[config.mk]
export PLATFORM = sky130hd
export DESIGN_NAME = usb_rx_controller_flat
export DESIGN_NICKNAME = d
export VERILOG_FILES = /design/src/rtl/usb_rx_pkg.sv /design/src/rtl/usb_rx_controller_if.sv /design/src/rtl/usb_rx_shift8.sv /design/src/rtl/usb_rx_controller.sv /design/src/flat_wrapper.sv
export SDC_FILE = /design/constraint.sdc
export NUM_CORES = 1
export LEC_CHECK = 0
export CELL_PAD_IN_SITES_DETAIL_PLACEMENT = 2
export CELL_PAD_IN_SITES_GLOBAL_PLACEMENT = 2
export CORE_AREA = 10 10 72 89
export CTS_CLUSTER_SIZE = 16
export DETAILED_ROUTE_END_ITERATION = 10
export DIE_AREA = 0 0 82 99
export PLACE_DENSITY_LB_ADDON = 0.1
export SLEW_MARGIN = 30
export SYNTH_ARGS = -nofsm -noshare
export SYNTH_HDL_FRONTEND = slang
export SYNTH_HIERARCHICAL = 1
export SYNTH_SLANG_ARGS = --single-unit
export TNS_END_PERCENT = 20
[constraint.sdc]
create_clock -name clk -period 5.8 [get_ports clk]
set_input_delay 1.16 -clock clk [delete_from_list [all_inputs] [get_ports clk]]
set_output_delay 1.16 -clock clk [all_outputs]
set_load 0.03 [all_outputs]
[src/rtl/usb_rx_pkg.sv]
// Shared types and constants for the USB receive sequencer.
package usb_rx_pkg;

    typedef enum logic [2:0] {
        StIdle,
        StSync,
        StRecv,
        StStore,
        StEopWait,
        StDone,
        StError,
        StRearm
    } rx_state_t;

    // SYNC pattern 00000001 on the wire, seen as 8'h80 after LSB-first assembly.
    localparam logic [7:0] USB_SYNC_LSB_FIRST = 8'h80;

endpackage

[src/rtl/usb_rx_controller_if.sv]
// Decoder-side inputs and FIFO-side outputs of the receive sequencer.
interface usb_rx_controller_if #(
    parameter int unsigned CNT_W = 7
);
    logic             d_edge;
    logic             d_decoded;
    logic             shift_strobe;
    logic             eop;
    logic             fifo_full;
    logic [7:0]       rx_byte;
    logic             rx_byte_valid;
    logic             rx_packet_done;
    logic             rx_error;
    logic             rcving;
    logic             decoder_rearm;
    logic [CNT_W-1:0] byte_count;

    modport slave (
        input  d_edge, d_decoded, shift_strobe, eop, fifo_full,
        output rx_byte, rx_byte_valid, rx_packet_done, rx_error, rcving, decoder_rearm,
               byte_count
    );

    modport master (
        output d_edge, d_decoded, shift_strobe, eop, fifo_full,
        input  rx_byte, rx_byte_valid, rx_packet_done, rx_error, rcving, decoder_rearm,
               byte_count
    );
endinterface

[src/rtl/usb_rx_shift8.sv]
// LSB-first byte assembler: right-shift register with a 3-bit bit counter.
module usb_rx_shift8 (
    input  logic       clk,
    input  logic       rst,
    input  logic       shift_i,
    input  logic       clear_i,
    input  logic       bit_i,
    output logic [7:0] next_data_o,
    output logic [2:0] bit_cnt_o,
    output logic       byte_full_o
);
    logic [7:0] data_q, data_d;
    logic [2:0] cnt_q, cnt_d;

    always_comb begin
        data_d = data_q;
        cnt_d  = cnt_q;
        if (clear_i) begin
            data_d = 8'h00;
            cnt_d  = 3'd0;
        end else if (shift_i) begin
            data_d = {bit_i, data_q[7:1]};
            cnt_d  = cnt_q + 3'd1;
        end
    end

    always_ff @(posedge clk) begin
        if (rst) begin
            data_q <= 8'h00;
            cnt_q  <= 3'd0;
        end else begin
            data_q <= data_d;
            cnt_q  <= cnt_d;
        end
    end

    // Byte value including the bit being shifted now, so the 8th strobe can act on it.
    assign next_data_o = {bit_i, data_q[7:1]};
    assign bit_cnt_o   = cnt_q;
    assign byte_full_o = shift_i && (cnt_q == 3'd7);
endmodule

[src/rtl/usb_rx_controller.sv]
// Receive sequencer: SYNC detect, byte assembly, FIFO hand-off, error flagging, decoder re-arm.
module usb_rx_controller
    import usb_rx_pkg::*;
#(
    parameter logic [7:0]  SYNC_BYTE = USB_SYNC_LSB_FIRST,
    parameter int unsigned MAX_BYTES = 64,
    parameter int unsigned CNT_W     = $clog2(MAX_BYTES + 1)
) (
    input logic                clk,
    input logic                rst,
    usb_rx_controller_if.slave rx_io
);
    rx_state_t        state_q, state_d;
    logic [7:0]       rx_byte_q, rx_byte_d;
    logic [CNT_W-1:0] byte_count_q, byte_count_d;
    logic             rx_error_q, rx_error_d;
    logic             shift_en, clear;
    logic [7:0]       next_data;
    logic [2:0]       bit_cnt;
    logic             byte_full;

    usb_rx_shift8 u_shift8 (
        .clk         (clk),
        .rst         (rst),
        .shift_i     (shift_en),
        .clear_i     (clear),
        .bit_i       (rx_io.d_decoded),
        .next_data_o (next_data),
        .bit_cnt_o   (bit_cnt),
        .byte_full_o (byte_full)
    );

    always_comb begin
        state_d      = state_q;
        rx_byte_d    = rx_byte_q;
        byte_count_d = byte_count_q;
        rx_error_d   = rx_error_q;
        shift_en     = 1'b0;
        clear        = 1'b0;
        unique case (state_q)
            StIdle: begin
                if (rx_io.d_edge) begin
                    state_d      = StSync;
                    clear        = 1'b1;
                    byte_count_d = '0;
                    rx_error_d   = 1'b0;
                end
            end
            StSync: begin
                // eop takes priority over a coincident strobe; that bit is dropped.
                if (rx_io.eop) begin
                    state_d = StError;
                end else if (rx_io.shift_strobe) begin
                    shift_en = 1'b1;
                    if (byte_full) state_d = (next_data == SYNC_BYTE) ? StRecv : StError;
                end
            end
            StRecv: begin
                if (rx_io.eop) begin
                    state_d = (bit_cnt == 3'd0) ? StDone : StError;
                end else if (rx_io.shift_strobe) begin
                    shift_en = 1'b1;
                    if (byte_full) begin
                        state_d   = StStore;
                        rx_byte_d = next_data;
                    end
                end
            end
            StStore: begin
                if (rx_io.fifo_full) begin
                    state_d = StError;
                end else begin
                    if (byte_count_q != CNT_W'(MAX_BYTES)) byte_count_d = byte_count_q + CNT_W'(1);
                    state_d = (byte_count_d == CNT_W'(MAX_BYTES)) ? StEopWait : StRecv;
                end
            end
            StEopWait: begin
                if (rx_io.eop)               state_d = StDone;
                else if (rx_io.shift_strobe) state_d = StError;
            end
            StDone:  state_d = StRearm;
            StError: if (rx_io.eop) state_d = StRearm;
            StRearm: if (!rx_io.eop) state_d = StIdle;
            default: state_d = StIdle;
        endcase
        if (state_d == StError) rx_error_d = 1'b1;
    end

    always_ff @(posedge clk) begin
        if (rst) begin
            state_q      <= StIdle;
            rx_byte_q    <= 8'h00;
            byte_count_q <= '0;
            rx_error_q   <= 1'b0;
        end else begin
            state_q      <= state_d;
            rx_byte_q    <= rx_byte_d;
            byte_count_q <= byte_count_d;
            rx_error_q   <= rx_error_d;
        end
    end

    assign rx_io.rx_byte        = rx_byte_q;
    assign rx_io.rx_byte_valid  = (state_q == StStore) && !rx_io.fifo_full;
    assign rx_io.rx_packet_done = (state_q == StDone);
    assign rx_io.rx_error       = rx_error_q;
    assign rx_io.rcving         = (state_q != StIdle);
    assign rx_io.decoder_rearm  = (state_q == StRearm);
    assign rx_io.byte_count     = byte_count_q;
endmodule

[src/flat_wrapper.sv]
// flat-port wrapper written by rule: the top's interface ports become plain ports
module usb_rx_controller_flat import usb_rx_pkg::*;
#(
    parameter logic [7:0]  SYNC_BYTE = USB_SYNC_LSB_FIRST,
    parameter int unsigned MAX_BYTES = 64,
    parameter int unsigned CNT_W     = $clog2(MAX_BYTES + 1)
)
  (clk, rst, rx_io_d_edge, rx_io_d_decoded, rx_io_shift_strobe, rx_io_eop, rx_io_fifo_full, rx_io_rx_byte, rx_io_rx_byte_valid, rx_io_rx_packet_done, rx_io_rx_error, rx_io_rcving, rx_io_decoder_rearm, rx_io_byte_count);
  usb_rx_controller_if #(.CNT_W(CNT_W)) rx_io_i ();
  input logic clk;
  input logic rst;
  input wire logic [$bits(rx_io_i.d_edge)-1:0] rx_io_d_edge;
  input wire logic [$bits(rx_io_i.d_decoded)-1:0] rx_io_d_decoded;
  input wire logic [$bits(rx_io_i.shift_strobe)-1:0] rx_io_shift_strobe;
  input wire logic [$bits(rx_io_i.eop)-1:0] rx_io_eop;
  input wire logic [$bits(rx_io_i.fifo_full)-1:0] rx_io_fifo_full;
  output wire logic [$bits(rx_io_i.rx_byte)-1:0] rx_io_rx_byte;
  output wire logic [$bits(rx_io_i.rx_byte_valid)-1:0] rx_io_rx_byte_valid;
  output wire logic [$bits(rx_io_i.rx_packet_done)-1:0] rx_io_rx_packet_done;
  output wire logic [$bits(rx_io_i.rx_error)-1:0] rx_io_rx_error;
  output wire logic [$bits(rx_io_i.rcving)-1:0] rx_io_rcving;
  output wire logic [$bits(rx_io_i.decoder_rearm)-1:0] rx_io_decoder_rearm;
  output wire logic [$bits(rx_io_i.byte_count)-1:0] rx_io_byte_count;
  assign rx_io_i.d_edge = rx_io_d_edge;
  assign rx_io_i.d_decoded = rx_io_d_decoded;
  assign rx_io_i.shift_strobe = rx_io_shift_strobe;
  assign rx_io_i.eop = rx_io_eop;
  assign rx_io_i.fifo_full = rx_io_fifo_full;
  assign rx_io_rx_byte = rx_io_i.rx_byte;
  assign rx_io_rx_byte_valid = rx_io_i.rx_byte_valid;
  assign rx_io_rx_packet_done = rx_io_i.rx_packet_done;
  assign rx_io_rx_error = rx_io_i.rx_error;
  assign rx_io_rcving = rx_io_i.rcving;
  assign rx_io_decoder_rearm = rx_io_i.decoder_rearm;
  assign rx_io_byte_count = rx_io_i.byte_count;
  usb_rx_controller #(.SYNC_BYTE(SYNC_BYTE), .MAX_BYTES(MAX_BYTES), .CNT_W(CNT_W)) u_core (.clk(clk), .rst(rst), .rx_io(rx_io_i));
endmodule
==> results by group <==
Critical path
  – Crit Reg-Reg Endpoint: u_core/rx_io.rx_byte[0]$_SDFFE_PP0P_
  – Crit path from: rx_io_fifo_full
  – Worst Path Max Fanout: 8
  – Setup crit end kind: output port
  – Critical path data arrival time: 2.80 ns
  – CP startpoint kind: input pin
  – Worst r2r path cells: 8
  – R2R Path Start: u_core/state_q[0]$_SDFF_PP0_
  – Required time worst endpoint: 4.64 ns
  – Reg2Reg Setup Slack: 2.83 ns
  – CP Capture Point: rx_io_rx_byte_valid
  – Critical path type: in -> out

STA
  – Clk_skew: 0.00237 ns
  – Fin crit share: 0.682
  – RSZ-0062 raised after global routing: false
  – Fmax: 253 MHz
  – Final Max Slew Viols: 0
  – Tmin final: 3.96 ns
  – Final worst slack: 1.84 ns
  – Worst Hold Slack: 0.511 ns
  – Fin Setup TNS: 0 ns
  – Final Hold Vio Count: 0
  – Final setup vio count: 0
  – Worst rel slew slack: 0.432
  – Slew @ Worst Pin: 0.849 ns

Route
  – Via count: 1374
  – Iter 0 DRT Violations: 76
  – Antenna-violating nets left: 0
  – Total Wirelength: 4.52 mm
  – First drt pass iteration count: 4
  – # DRC: 0
  – Via-to-Cell Ratio: 5.28
  – WL/cell: 17.4 microns

Die
  – Die Y: 99 microns
  – FP Rows: 28
  – I/O pin total: 27
  – Core footprint: 4690 sq um
  – Initial Util: 0.333
  – Die area: 8120 sq um
  – DIE WIDTH: 82 microns

Placement
  – GP Congestion: 0.738
  – DP Worst Slack: 1.80 ns
  – Port Buffer Count: 26
  – Placed cell areas: 1840 sq um
  – Detailed Place HPWL: 3.43 mm

Global route
  – Vias in the first global route: 1507
  – Global-route wire length before repair: 7.62 mm
  – GRT Residual Overflow: 0
  – Gr usage total: 0.118
  – Initial antenna violation count: 0
  – Largest net degree at the start of global routing: 21

Final layout
  – Post-Layout Inst Area: 1960 sq um
  – Layout cell share with drive strength beyond 1: 0.0850
  – Synth-to-layout area growth: 25.7%
  – Fin nets: 210
  – Diode count: 0

CTS
  – CTS tree: built
  – Clock Sinks: 29
  – CTS Hold Buffers Added: 0
  – Post-CTS Setup Bufs: 0
  – Num CTS Buffers: 5
  – Cts repair resizes: 0
  – H-tree depth: 2
  – Clk slew on worst S/H paths: 0.07 ns
  – Root Buffer: clkbuf_8
  – Worst-Skew Late Latency: 0.28 ns
  – Maximum clock path buffer count: 2

Job
  – Reported max-cap violation count: 0

Yosys
  – Yosys reg bits: 29
  – Synth unique cells: 51
  – Mapped Cells: 177
  – Syn avg cell area: 8.83 sq um
  – Mapped Nets: 188
  – Yosys warns: 6
  – Share of flip-flops with an asynchronous set or reset: 0
  – Post-Synthesis Cell Area: 1560 sq um
  – Most used DFF post-synth: dfxtp_1
  – Post-synthesis sequential area ratio: 0.371
  – Post-synth EDFFs: 0

Outcome
  – Status: finished, final reports clean

Hold path
  – HP Class: reg -> reg

Pwr
  – Worst vdd ir: 0.154 mV
  – Leak: 0.000693 uW
  – PwrDens: 242 nW/um^2
  – Total power: 474 uW
-- cell usage after synthesis, types with 2 or more instances --
library cell	count	share of area
nor2_1	30	0.072
dfxtp_1	29	0.37
mux2i_1	17	0.11
nand2_1	7	0.017
a21oi_1	5	0.016
inv_1	5	0.012
nand3_1	5	0.016
o21ai_1	5	0.016
buf_2	4	0.013
ha_1	4	0.032
nor2b_1	4	0.016
nor3_1	4	0.013
a211oi_1	3	0.014
a22oi_1	3	0.014
buf_6	3	0.022
clkbuf_1	3	0.0072
o21ai_0	3	0.0096
or3_1	3	0.012
xnor2_1	3	0.017
a31oi_1	2	0.0080
and4b_1	2	0.013
nand2b_1	2	0.0080
nand3b_1	2	0.0096
nor4b_1	2	0.011
-- metal layers --
metal  up-vias  global-route usage  share of wire
met4         0              0.0407         0.0093
met2        21               0.197           0.52
met5         -                   0              0
li1        678                   -              -
met1       671               0.139           0.42
met3         4              0.0336          0.047
-- metrics by stage --
stage	utilization	std cells
2_1_floorplan	-	177
3_3_place_gp	0.391	252
3_5_place_dp	0.393	252
4_1_cts	0.418	260
5_1_grt	0.418	260
6_report	0.418	260
-- how the worst min path moves through the flow --
stage               slack (ns)                                         to                                      start  depth (start not counted)
detailed placement        0.50       u_core/rx_io.rx_byte[3]$_SDFFE_PP0P_       u_core/rx_io.rx_byte[3]$_SDFFE_PP0P_                          2
global route              0.54       u_core/rx_io.rx_byte[5]$_SDFFE_PP0P_       u_core/rx_io.rx_byte[5]$_SDFFE_PP0P_                          2
floorplan                 0.48  u_core/u_shift8/bit_cnt_o[1]$_SDFFE_PP0P_  u_core/u_shift8/bit_cnt_o[1]$_SDFFE_PP0P_                          2
global placement          0.48       u_core/rx_io.rx_byte[7]$_SDFFE_PP0P_       u_core/rx_io.rx_byte[7]$_SDFFE_PP0P_                          2
CTS                       0.52         u_core/rx_io.rx_error$_SDFFE_PP0P_         u_core/rx_io.rx_error$_SDFFE_PP0P_                          2
finish                    0.51       u_core/rx_io.rx_byte[6]$_SDFFE_PP0P_       u_core/rx_io.rx_byte[6]$_SDFFE_PP0P_                          2
-- cell families (layout without fill, tap and decap cells) --
kind of cell,after synthesis,in the layout,share of synthesized area
and+or+nand+nor,72,72,0.244
AOI/OAI and AO/OA,34,34,0.160
DFF,29,29,0.371
muxes,17,17,0.109
buffers and inverters,17,40,0.0608
adders and majority gates,4,4,0.0320
xor gates and xnor gates,4,4,0.0224
-- critical path, stage by stage --
cell	delay (ns)
clkdlybuf4s50_1	0.45
nor4bb_1	0.29
buf_4	0.21
clkdlybuf4s50_1	0.68
-- final cells by class --
cell class | count | area [sq um]
flip-flops and latches | 29 | 581
inverters | 5 | 18.8
clock buffers | 6 | 82.6
well taps | 60 | 75.1
fillers | 530 | 2730
repair buffers | 27 | 268
multi-input cells | 131 | 902
clock inverters | 2 | 37.5
-- layout by cell type (no fill, tap or decap), types with 2 or more instances in the layout --
cell type and instances:
ha_1 4, dfxtp_1 29, a31oi_1 2, xnor2_1 3, nand3_1 5, o21ai_0 3, inv_1 5, o21ai_1 5
nor2b_1 4, nand2_1 7, a22oi_1 3, nand3b_1 2, clkbuf_8 6, nor2_1 30, or3_1 3, nor3_1 4
and4b_1 2, clkdlybuf4s50_1 26, mux2i_1 17, a211oi_1 3, nand2b_1 2, a21oi_1 5
-- power by group --
part	switching (uW)	internal [uW]
registers	5.34	201
clock network	81.3	140
logic	28.4	18.4
total	115	359
-- registers in the layout, indices dropped and copies added (netlist names) --
register / flops
u_core/rx_io.rx_error: 1
u_core/state_q: 3
u_core/rx_io.byte_count: 7
u_core/u_shift8/bit_cnt_o: 3
u_core/rx_io.rx_byte: 8
u_core/u_shift8/data_q: 7
Power figures use the tool's default switching activity.
==> edit, RTL diff (same settings) <==
Make the reset (`rst`) asynchronous in 2 clocked blocks.
--- a/src/rtl/usb_rx_shift8.sv
+++ b/src/rtl/usb_rx_shift8.sv
@@ -24,7 +24,7 @@
         end
     end
 
-    always_ff @(posedge clk) begin
+    always_ff @(posedge clk or posedge rst) begin
         if (rst) begin
             data_q <= 8'h00;
             cnt_q  <= 3'd0;
--- a/src/rtl/usb_rx_controller.sv
+++ b/src/rtl/usb_rx_controller.sv
@@ -86,7 +86,7 @@
         if (state_d == StError) rx_error_d = 1'b1;
     end
 
-    always_ff @(posedge clk) begin
+    always_ff @(posedge clk or posedge rst) begin
         if (rst) begin
             state_q      <= StIdle;
             rx_byte_q    <= 8'h00;
Formal check against the unedited RTL: differs if rst is asserted again (counterexample within 4 cycles, from zero or initial values and one cycle with rst high); with rst held inactive, the same outputs for 10 cycles.
==> edit against the unedited design <==
  * Sequential cell count is the same
  * Critical endpoint unchanged
  * Setup slack got worse by 0.11 ns
  * Wire length grew 0.44%
  * Critical path type unchanged
  * Area after synthesis up 4.6%
  * Hold slack lost 0.021 ns
  * Global-route usage up 0.13 points
  * Cell area increased by 3.9%
Power is not compared: it rests on default switching activity, and its combinational part moved more than twofold at a synthesized area within 25%.
==> edit: results (changes against the unedited design) <==
The half-perimeter wire length after detailed placement came out at 3.449 mm (+0.43%). The flow ran to the end, and the final reports show no timing, DRC or antenna violations. Ranked by total cell area, the synthesized netlist is headed by sky130_fd_sc_hd__dfrtp_1, sky130_fd_sc_hd__mux2_2, sky130_fd_sc_hd__mux2i_1. The final-layout clock-cell area share came to 5.886% (-0.23 points). The post-synthesis net count was 176 (-6.4%).

The largest net degree at the start of global routing is 20 (-4.8%). The post-synthesis share of cell area spent on full adders, half adders and majority gates is 3.673% (+0.47 points). The met3 global-route usage is 4.364% (+1.0 points). The length of routed met2 wiring came out at 2.452 mm (+3.9%). The unique cell type count in the Yosys netlist is 42 (-18%). The sequential share of the synthesized area came out at 44.38% (+7.2 points). The sum of routed wire segments on met1 is 1.819 mm (-4.8%). The overall global routing resource usage is 11.94% (+0.13 points).

The mean routed wirelength per cell was 18.25 um (+4.9%). From synthesis to final layout, the design area changed by 24.79%. The post-placement worst setup slack is 1.706 ns (-0.09634 ns). The number of fillers in the final layout is 516 (-2.6%). The number of sequential cells in the layout was 29 (unchanged). By count the netlist is led by sky130_fd_sc_hd__dfrtp_1, sky130_fd_sc_hd__nor2_1, sky130_fd_sc_hd__mux2i_1, sky130_fd_sc_hd__o21ai_0. The fraction of final layout cells with drive strength greater than 1 came out at 13.23% (+4.7 points). The critical path's largest stage delay is 0.71 ns (+0.03 ns).

The xor and xnor area share after synthesis came out at 1.607% (-0.64 points). The sequential cell area in the final layout is 725.7 um2 (+25%). The first-pass GRT wire length is 7.610 mm (-0.18%).

The commonest register cell after synthesis is sky130_fd_sc_hd__dfrtp_1. The violation count after the first detailed-routing iteration is 57 (-25%). The global-route met2 utilization came to 20.25% (+0.54 points).
## edit: changes by cell type after synthesis, sizes merged, moves of 4 or more
cell / delta
mux2i: -7
dfrtp: +29
mux2: +9
dfxtp: -29
nor3: -4
nor2: -9
inv: +4
buf: -4
## edit: through the flow
stage,std cells,power [mW]
after global placement,241,0.6693
after CTS,249,0.9192
after detailed placement,241,0.6886
after floorplan,165,0.5541
final,249,0.8992
after global routing,249,0.9724
## edit: final timing paths
| kind | from | end | slack [ns] | cells after the start |
|---|---|---|---|---|
| setup / recovery | rx_io_fifo_full | rx_io_rx_byte_valid | 1.73 | 4 |
| hold / removal | u_core/rx_io.rx_error | u_core/rx_io.rx_error | 0.49 | 2 |
| setup reg to reg | u_core/state_q[1] | u_core/rx_io.rx_byte[5] | 3.11 | 7 |
| hold reg to reg | u_core/rx_io.rx_error | u_core/rx_io.rx_error | 0.49 | 2 |
| max in group asynchronous | rst | u_core/rx_io.rx_error | 3.94 | 2 |
| min in group asynchronous | rst | u_core/u_shift8/data_q[2] | 1.19 | 2 |
